File: config.mk
export PLATFORM = sky130hd
export DESIGN_NAME = vending_ctrl_multi
export DESIGN_NICKNAME = d
export VERILOG_FILES = /design/src/rtl/vending_ctrl_multi.sv
export SDC_FILE = /design/constraint.sdc
export NUM_CORES = 1
export LEC_CHECK = 0
export ABC_AREA = 1
export CAP_MARGIN = 20
export CORE_MARGIN = 8
export CORE_UTILIZATION = 35
export DETAILED_ROUTE_END_ITERATION = 8
export HOLD_SLACK_MARGIN = 0.02
export RECOVER_POWER = 25
export SYNTH_ARGS = -nofsm -noshare
export SYNTH_HDL_FRONTEND = slang
export SYNTH_SLANG_ARGS = --single-unit
File: constraint.sdc
create_clock -name clk -period 5.9 [get_ports clk]
set_input_delay 1.18 -clock clk [delete_from_list [all_inputs] [get_ports clk]]
set_output_delay 1.18 -clock clk [all_outputs]
set_load 0.03 [all_outputs]
File: src/rtl/vending_ctrl_multi.sv
// ---------------------------------------------------------------------------
// vending_ctrl_multi
//   Multi-product vending machine core. It tracks a credit accumulator, the
//   price and stock count of each item, and valid/ready handshakes towards
//   the dispense mechanism and the change mechanism.
//
// Ports
//   clk             system clock, rising edge
//   rst             asynchronous reset, active low
//   coin_valid      one-cycle coin strobe; coin_val is sampled with it
//   coin_val        coin value
//   sel_valid       one-cycle purchase request for item sel_idx
//   sel_idx         requested item index
//   cancel          one-cycle refund request
//   restock         reload every stock counter (honoured only when idle)
//   dispense_valid  item waiting for release; held until dispense_ready
//   dispense_idx    index of the item being released
//   dispense_ready  dispense mechanism accepts the item
//   change_valid    one change unit is available
//   change_ready    change mechanism accepts one unit
//   credit          current credit
//   stock           per-item stock, item i at [i*STOCK_W +: STOCK_W]
//   coin_reject     one-cycle pulse: a coin was refused
//   sold_out        one-cycle pulse: the selected item has no stock
//   insufficient    one-cycle pulse: the credit is below the item price
// ---------------------------------------------------------------------------
module vending_ctrl_multi #(
   parameter int NUM_ITEMS   = 4,
   parameter int SEL_W       = 2,
   parameter int CREDIT_W    = 11,
   parameter int MAX_CREDIT  = 1000,
   parameter int CHANGE_UNIT = 50,
   parameter logic [NUM_ITEMS*CREDIT_W-1:0] PRICES =
      {11'd500, 11'd300, 11'd200, 11'd150},
   parameter int STOCK_W     = 4,
   parameter int STOCK_INIT  = 5
) (
   input  logic                           clk,
   input  logic                           rst,
   input  logic                           coin_valid,
   input  logic [CREDIT_W-1:0]            coin_val,
   input  logic                           sel_valid,
   input  logic [SEL_W-1:0]               sel_idx,
   input  logic                           cancel,
   input  logic                           restock,
   output logic                           dispense_valid,
   output logic [SEL_W-1:0]               dispense_idx,
   input  logic                           dispense_ready,
   output logic                           change_valid,
   input  logic                           change_ready,
   output logic [CREDIT_W-1:0]            credit,
   output logic [NUM_ITEMS*STOCK_W-1:0]   stock,
   output logic                           coin_reject,
   output logic                           sold_out,
   output logic                           insufficient
);

   typedef enum logic [1:0] {
      ST_IDLE,
      ST_CREDIT,
      ST_DISPENSE,
      ST_CHANGE
   } state_t;

   localparam logic [CREDIT_W:0]   MAX_CREDIT_L  = (CREDIT_W+1)'(MAX_CREDIT);
   localparam logic [CREDIT_W-1:0] CHANGE_UNIT_L = CREDIT_W'(CHANGE_UNIT);
   localparam logic [STOCK_W-1:0]  STOCK_INIT_L  = STOCK_W'(STOCK_INIT);
   localparam logic [SEL_W:0]      NUM_ITEMS_L   = (SEL_W+1)'(NUM_ITEMS);

   state_t              state_reg, state_next;
   logic [CREDIT_W-1:0] credit_reg, credit_next;
   logic [STOCK_W-1:0]  stock_reg [NUM_ITEMS];
   logic [STOCK_W-1:0]  stock_next [NUM_ITEMS];
   logic                dispense_valid_reg, dispense_valid_next;
   logic [SEL_W-1:0]    dispense_idx_reg, dispense_idx_next;
   logic                change_valid_reg, change_valid_next;
   logic                coin_reject_reg, coin_reject_next;
   logic                sold_out_reg, sold_out_next;
   logic                insufficient_reg, insufficient_next;

   logic [CREDIT_W-1:0] price_arr [NUM_ITEMS];
   logic [CREDIT_W-1:0] sel_price;
   logic [STOCK_W-1:0]  sel_stock;
   logic                sel_in_range;
   logic [CREDIT_W:0]   coin_sum;
   logic                coin_fits;
   logic                coin_present;
   logic [CREDIT_W-1:0] change_step;

   // Unpack the price table and pack the stock counters onto the output bus.
   generate
      for (genvar gi = 0; gi < NUM_ITEMS; gi++) begin : g_item
         assign price_arr[gi] = PRICES[gi*CREDIT_W +: CREDIT_W];
         assign stock[gi*STOCK_W +: STOCK_W] = stock_reg[gi];
      end
   endgenerate

   // Price and stock of the requested item. An index past the last item
   // reads as zero stock, so it is reported as sold out.
   assign sel_in_range = ({1'b0, sel_idx} < NUM_ITEMS_L);

   always_comb begin
      sel_price = '0;
      sel_stock = '0;
      for (int i = 0; i < NUM_ITEMS; i++) begin
         if (sel_in_range && sel_idx == SEL_W'(i)) begin
            sel_price = price_arr[i];
            sel_stock = stock_reg[i];
         end
      end
   end

   // One extra bit keeps the ceiling compare free of wrap-around.
   assign coin_sum     = {1'b0, credit_reg} + {1'b0, coin_val};
   assign coin_fits    = (coin_sum <= MAX_CREDIT_L);
   // A zero-value coin is no event at all: no credit change and no pulse.
   assign coin_present = coin_valid && (coin_val != '0);
   // The last change unit may be partial.
   assign change_step  = (credit_reg < CHANGE_UNIT_L) ? credit_reg : CHANGE_UNIT_L;

   always_comb begin
      state_next          = state_reg;
      credit_next         = credit_reg;
      dispense_valid_next = dispense_valid_reg;
      dispense_idx_next   = dispense_idx_reg;
      change_valid_next   = change_valid_reg;
      coin_reject_next    = 1'b0;
      sold_out_next       = 1'b0;
      insufficient_next   = 1'b0;
      for (int i = 0; i < NUM_ITEMS; i++) begin
         stock_next[i] = stock_reg[i];
      end

      case (state_reg)
         ST_IDLE, ST_CREDIT: begin
            if (state_reg == ST_IDLE && restock) begin
               for (int i = 0; i < NUM_ITEMS; i++) begin
                  stock_next[i] = STOCK_INIT_L;
               end
            end

            // A coin that arrives together with a cancel or a selection is
            // never credited; the higher-priority event wins the cycle.
            if ((cancel || sel_valid) && coin_present) begin
               coin_reject_next = 1'b1;
            end

            if (cancel) begin
               if (state_reg == ST_CREDIT) begin
                  if (credit_reg != '0) begin
                     state_next        = ST_CHANGE;
                     change_valid_next = 1'b1;
                  end else begin
                     state_next = ST_IDLE;
                  end
               end
            end else if (sel_valid) begin
               if (state_reg == ST_CREDIT) begin
                  if (sel_stock == '0) begin
                     sold_out_next = 1'b1;
                  end else if (credit_reg < sel_price) begin
                     insufficient_next = 1'b1;
                  end else begin
                     credit_next         = credit_reg - sel_price;
                     dispense_valid_next = 1'b1;
                     dispense_idx_next   = sel_idx;
                     state_next          = ST_DISPENSE;
                     for (int i = 0; i < NUM_ITEMS; i++) begin
                        if (sel_idx == SEL_W'(i)) begin
                           stock_next[i] = stock_reg[i] - 1'b1;
                        end
                     end
                  end
               end
            end else if (coin_present) begin
               if (coin_fits) begin
                  credit_next = coin_sum[CREDIT_W-1:0];
                  state_next  = ST_CREDIT;
               end else begin
                  coin_reject_next = 1'b1;
               end
            end
         end

         ST_DISPENSE: begin
            coin_reject_next = coin_present;
            if (dispense_ready) begin
               dispense_valid_next = 1'b0;
               if (credit_reg != '0) begin
                  state_next        = ST_CHANGE;
                  change_valid_next = 1'b1;
               end else begin
                  state_next = ST_IDLE;
               end
            end
         end

         ST_CHANGE: begin
            coin_reject_next = coin_present;
            if (credit_reg == '0) begin
               change_valid_next = 1'b0;
               state_next        = ST_IDLE;
            end else if (change_valid_reg && change_ready) begin
               credit_next = credit_reg - change_step;
               // change_valid falls in the same update that empties credit.
               if (credit_reg == change_step) begin
                  change_valid_next = 1'b0;
                  state_next        = ST_IDLE;
               end
            end
         end

         default: begin
            state_next = ST_IDLE;
         end
      endcase
   end

   always_ff @(posedge clk or negedge rst) begin
      if (!rst) begin
         state_reg          <= ST_IDLE;
         credit_reg         <= '0;
         dispense_valid_reg <= 1'b0;
         dispense_idx_reg   <= '0;
         change_valid_reg   <= 1'b0;
         coin_reject_reg    <= 1'b0;
         sold_out_reg       <= 1'b0;
         insufficient_reg   <= 1'b0;
         for (int i = 0; i < NUM_ITEMS; i++) begin
            stock_reg[i] <= STOCK_INIT_L;
         end
      end else begin
         state_reg          <= state_next;
         credit_reg         <= credit_next;
         dispense_valid_reg <= dispense_valid_next;
         dispense_idx_reg   <= dispense_idx_next;
         change_valid_reg   <= change_valid_next;
         coin_reject_reg    <= coin_reject_next;
         sold_out_reg       <= sold_out_next;
         insufficient_reg   <= insufficient_next;
         for (int i = 0; i < NUM_ITEMS; i++) begin
            stock_reg[i] <= stock_next[i];
         end
      end
   end

   assign credit         = credit_reg;
   assign dispense_valid = dispense_valid_reg;
   assign dispense_idx   = dispense_idx_reg;
   assign change_valid   = change_valid_reg;
   assign coin_reject    = coin_reject_reg;
   assign sold_out       = sold_out_reg;
   assign insufficient   = insufficient_reg;

endmodule
* After elaboration in Yosys (flattened, before gate mapping)
Index checks and enable logic that the tools add are counted. W data, S select, Z words.
Storage, ports and cells: output and inout port bits 34, memories kept 0, bits in registers 36, ROM bits 0, memory bits (writable) 0, bits in latches 0, bits of input ports 21
Operators by class: $mul 0, add/subtract/negate cells 7, reductions and logical operators 20, divide/modulo/power cells 0, magnitude comparators 3, shifts and indexed selects 0, bitwise operators 3, muxes and demuxes 75, equal/unequal tests 28
Operator list (number):
- $mux W11 | 10
- $mux W16 | 6
- $mux W4 | 8
- $mux W1 | 29
- $mux W2 | 13
- $ne A3 B3 Y1 const B | 8
- $pmux W11 S2 | 1
- $reduce_bool A11 Y1 | 2
- $sub A11 B11 Y11 | 2
- $mux W9 | 2
- $ne A2 B2 Y1 const B | 9
- $reduce_and A9 Y1 | 2
- $mux W8 | 2
- $ne A4 B4 Y1 const B | 4
- $sub A4 B1 Y4 const B | 4
- $add A11 B11 Y12 | 1
- $le A12 B10 Y1 const B | 1
- $eq A11 B11 Y1 | 1
- $logic_not A11 Y1 | 1
- $lt A11 B11 Y1 | 1
- $lt A11 B6 Y1 const B | 1
- $eq A2 B2 Y1 const B | 4
- $reduce_and A7 Y1 | 1
- $pmux W2 S3 | 1
- 12 further kinds | 22

* Depth between registers and ports, before layout
depth after elaboration 12, gate-level depth with buffers 18, gate-level depth less buffers 18

* Worst setup path before layout
Ideal clock, no wire load.
kind input -> register, start point input sel_idx[0], end point register credit_reg[10], in the netlist credit[10], required time 5.781 ns, data arrival time 3.072 ns, setup time 0.119 ns, buffers on the path 1, slack 2.710 ns, cell stages on the path 16, cell sequence inv_1 -> ha_1 -> ha_1 -> inv_1 -> fa_1 -> nand3_1 -> nand2_2 -> nand3_2 -> nand2_2 -> nor2_4 -> o21ai_1 -> nand2_1 -> nor2_4 -> buf_6 -> nand4_1 -> nand2_1
Between the ends: word-level cells in the longest chain between the ends 12, elaborated cells between the ends (all ways) 24
Ends and longest elaborated chain:
- start: declaration | line 43 | input logic [SEL_W-1:0] sel_idx,
- $logic_not A2 Y1 | line 106 | if (sel_in_range && sel_idx == SEL_W'(i)) begin
- $mux W8 (2 in series) | line 106
- $mux W9 (2 in series) | line 106
- $sub A11 B11 Y11 | line 164 | credit_next = credit_reg - sel_price;
- $mux W11 | line 161 | end else if (credit_reg < sel_price) begin
- $mux W11 | line 159 | if (sel_stock == '0) begin
- $mux W11 | line 158 | if (state_reg == ST_CREDIT) begin
- $mux W11 | line 157 | end else if (sel_valid) begin
- $mux W11 | line 148 | if (cancel) begin
- $pmux W11 S2 | line 134 | case (state_reg)
- end signal: assignment | line 234 | credit_reg <= credit_next;
- end: declaration | line 71 | logic [CREDIT_W-1:0] credit_reg, credit_next;
Several ways; a longest one is shown, not always the timed one. The select of a mux whose other input is x is not followed. A chain may end at the register's enable or synchronous reset.

* Worst setup path in the final report
start point input sel_idx[0], end point register state_reg[1]
Between the ends: word-level cells in the longest chain between the ends 8, elaborated cells between the ends (all ways) 17
Ends and longest elaborated chain:
- $logic_not A2 Y1 | line 106
- $mux W8 / $mux W4 (equally long branches) (2 in series) | line 106
- $mux W9 / $mux W4 (equally long branches) (2 in series) | line 106
- $lt A11 B11 Y1 / $logic_not A4 Y1 (equally long branches) | line 161, 159
- $ne A4 B4 Y1 (no source line)
- $reduce_and A9 Y1 (no source line) (*)
- end signal: assignment | line 233 | state_reg <= state_next;
- end: declaration | line 70 | state_t state_reg, state_next;
Mark *: on every way between the ends. The rest lies on a longest branch, timed or not.

==> out/results.txt <==
setup ws final - 2.10 ns
max-slew violation total from the final report - 37
post-layout minimum cycle time - 3.80 ns
Post-Syn Area - 3860 µm²
initial DRC count - 360
finished layout cell area - 4580 µm²
vias in the first global route - 3972
clock buffer depth - 2
worst path required time - 6.08 ns
Routed met2 length - 5540 µm
Worst Skew - 0.0114 ns
cts repair resizes - 0
crit end category - register
H-tree depth - 2
number of flip-flops in the largest register - 16
1st-pass router iterations - 5
first-pass GRT wire length - 20200 µm
Leak - 2.32 nW
clk root buf - clkbuf_8
Sink Count - 36
die width - 121 µm
GRT Resource Usage Total - 16.7%
placed cell area - 4500 µm²
Register Area - 911 µm²
Final Hold Fails - 0
cts hold-fix bufs - 0
outcome - finished with violations
I/O pin count - 55
die height - 121 µm
max capacitance violation total - 1
Mapped Cells - 601
Tot Pwr - 0.00248 W
Post-synth EDFFs - 0
met3 WL - 694 µm
WL final - 12200 µm
NumNets Final - 702
Port Buf Inserts - 54
post-synthesis sequential area ratio - 23.6%
routed length per instance - 15.4 µm
grt total ovfl - 0
standard-cell rows - 38
Worst IR Drop VDD - 0.000227 V
share of layout cells above drive strength 1 - 7.98%
vias - 4121
worst-path fanout max - 14
Post CTS Setup Buffer Count - 0
top layer in use - met4
antenna violations before repair - 0
ANT cells - 0
crit path DAT - 3.99 ns
Unique masters post-synth - 44
Starting Density - 35.8%
Worst-path clk slew - 0.09 ns
Post-DP HPWL - 9620 µm
Main synth FF type - dfrtp_1
Yosys Warn Count - 0
syn_area_per_cell - 6.42 µm²
CTS buffer count - 5
WL met1 - 5830 µm
Final Wtd Congestion - 0.912
Rel. slew slack - -39.0%
ys async rst share - 100%
DR DRC count - 0
Crit Path Class - primary input to register
min-delay worst type - register to register
die area - 14600 µm²
fill count - 1138
Worst Max-Slew Pin Slew - 2.09 ns
largest net degree at the start of global routing - 37
CORE AREA - 10800 µm²
antenna-violating nets left - 0
Setup crit start kind - primary input
Setup TNS Final - 0 ns
Synth Net Count - 652
Placement Setup Slack - 1.80 ns
Yosys reg bits - 36
P per Cell Area - 540 nW/µm²
Final Cycle Share - 64.4%
TritonCTS clock tree - built
failing checks - capacitance limit, slew limit
FMAX - 263 MHz
area grow syn2layout - 18.7%
clock latency on the worst-skew pair - 0.29 ns
Final Setup Violations - 0
via/cell ratio - 5.20
RSZ-0062 raised after global routing - no
Multi-input gate area - 2540 µm²
## metal layers
layer / vias to the layer above / track usage [%]
li1: 2067 / -
met1: 1931 / 24.0
met2: 112 / 26.3
met3: 11 / 1.86
met4: 0 / 3.28
met5: - / 0
## critical path, cell delays in order
cell and delay, ns:
clkdlybuf4s50_1 0.51, inv_1 0.10, ha_1 0.30, ha_1 0.21, inv_1 0.13, fa_1 0.23
nand3_1 0.09, nand2_2 0.12, nand3_2 0.08, nand2_2 0.10, nor2_4 0.05, nor2_4 0.34
o21ai_0 0.17, nor2_2 0.14, nand2_1 0.09, nand2_1 0.06, o21ai_1 0.06
## cell families after synthesis
kind of cell | Yosys count | share of synthesized area [%]
AND/OR/NAND/NOR | 349 | 41.5
buffers and inverters | 99 | 10.5
AO/OA/AOI/OAI | 74 | 11.3
flip-flops | 36 | 23.6
adder cells (fa/ha/maj) | 30 | 10.1
XOR/XNOR | 12 | 2.92
other | 1 | 0.0971
## cells in the final DEF, fill, tap and decap left out, drive strengths merged
master,netlist,final
o22ai,6,6
conb,1,1
and2,1,1
inv,86,86
or2,2,2
ha,28,28
o21bai,3,3
xor2,9,9
nand3b,1,1
a21oi,25,25
nand2,187,187
dfrtp,28,28
a31oi,2,2
nand4,25,25
nor2,60,60
o211ai,6,6
clkinv,1,2
nand3,63,63
buf,8,1
nor3,9,9
o21ai,28,28
dfstp,8,8
fa,2,2
a31o,1,1
nor4,1,1
a32oi,2,2
a21o,1,1
clkdlybuf4s50,0,53
clkbuf,4,8
xnor2,3,3
## metrics by stage
| step | util [%] | hold WS (ns) | instances |
|---|---|---|---|
| 2_1_floorplan | - | 0.485 | 601 |
| 3_3_place_gp | 41.7 | 0.472 | 784 |
| 3_5_place_dp | 41.7 | 0.470 | 784 |
| 4_1_cts | 42.5 | 0.488 | 792 |
| 5_1_grt | 42.5 | 0.519 | 792 |
| 6_report | 42.5 | 0.484 | 792 |
## cells in the mapped netlist, types with 2 or more instances
cell type  number  area (µm²)
dfrtp_1        28         701
fa_1            2        40.0
nor3_1          9        45.0
dfstp_2         8         210
or2_2           2        12.5
o21ai_1         5        25.0
nand2_1       176         661
nand2_4         2        22.5
xnor2_1         3        26.3
o21ai_0        23         115
o22ai_1         5        31.3
a32oi_1         2        17.5
a21oi_1        23         115
clkbuf_1        4        15.0
nor2_4          5        56.3
inv_1          82         308
xor2_1          8        70.1
a31oi_1         2        12.5
ha_1           28         350
nand3_4         2        35.0
o211ai_1        5        37.5
nand4_1        25         156
buf_2           4        20.0
buf_6           2        22.5
nand2_2         9        56.3
nand3_2         3        30.0
nor2_1         51         191
nand3_1        58         290
nor2_2          4        25.0
inv_2           4        15.0
o21bai_1        3        22.5
a21oi_2         2        17.5
## report_power, final
| group | switching, W | internal [W] |
|---|---|---|
| clock network | 0.000108 | 0.0000849 |
| registers | 0.000176 | 0.000358 |
| logic | 0.00112 | 0.000628 |
## worst paths after layout
check | start | to | slack [ns] | cells after the start
worst max-delay path | sel_idx[0] | state_reg[1] | 2.10 | 17
worst min-delay path | stock[0] | stock[0] | 0.48 | 2
worst max register to register | credit[1] | state_reg[1] | 3.22 | 15
worst min register to register | stock[0] | stock[0] | 0.48 | 2
max in group asynchronous | rst | credit[4] | 3.22 | 1
min in group asynchronous | rst | stock[9] | 1.47 | 1
## layout make-up
class                           count  share of cell area [%]
Multi-Input combinational cell    466                    55.5
Sequential cell                    36                    19.9
Timing Repair Buffer               55                    11.8
Inverter                           87                    7.13
Tap cell                          140                    3.82
Clock buffer                        7                    1.67
Clock inverter                      1                   0.191
Power figures use the tool's default switching activity.
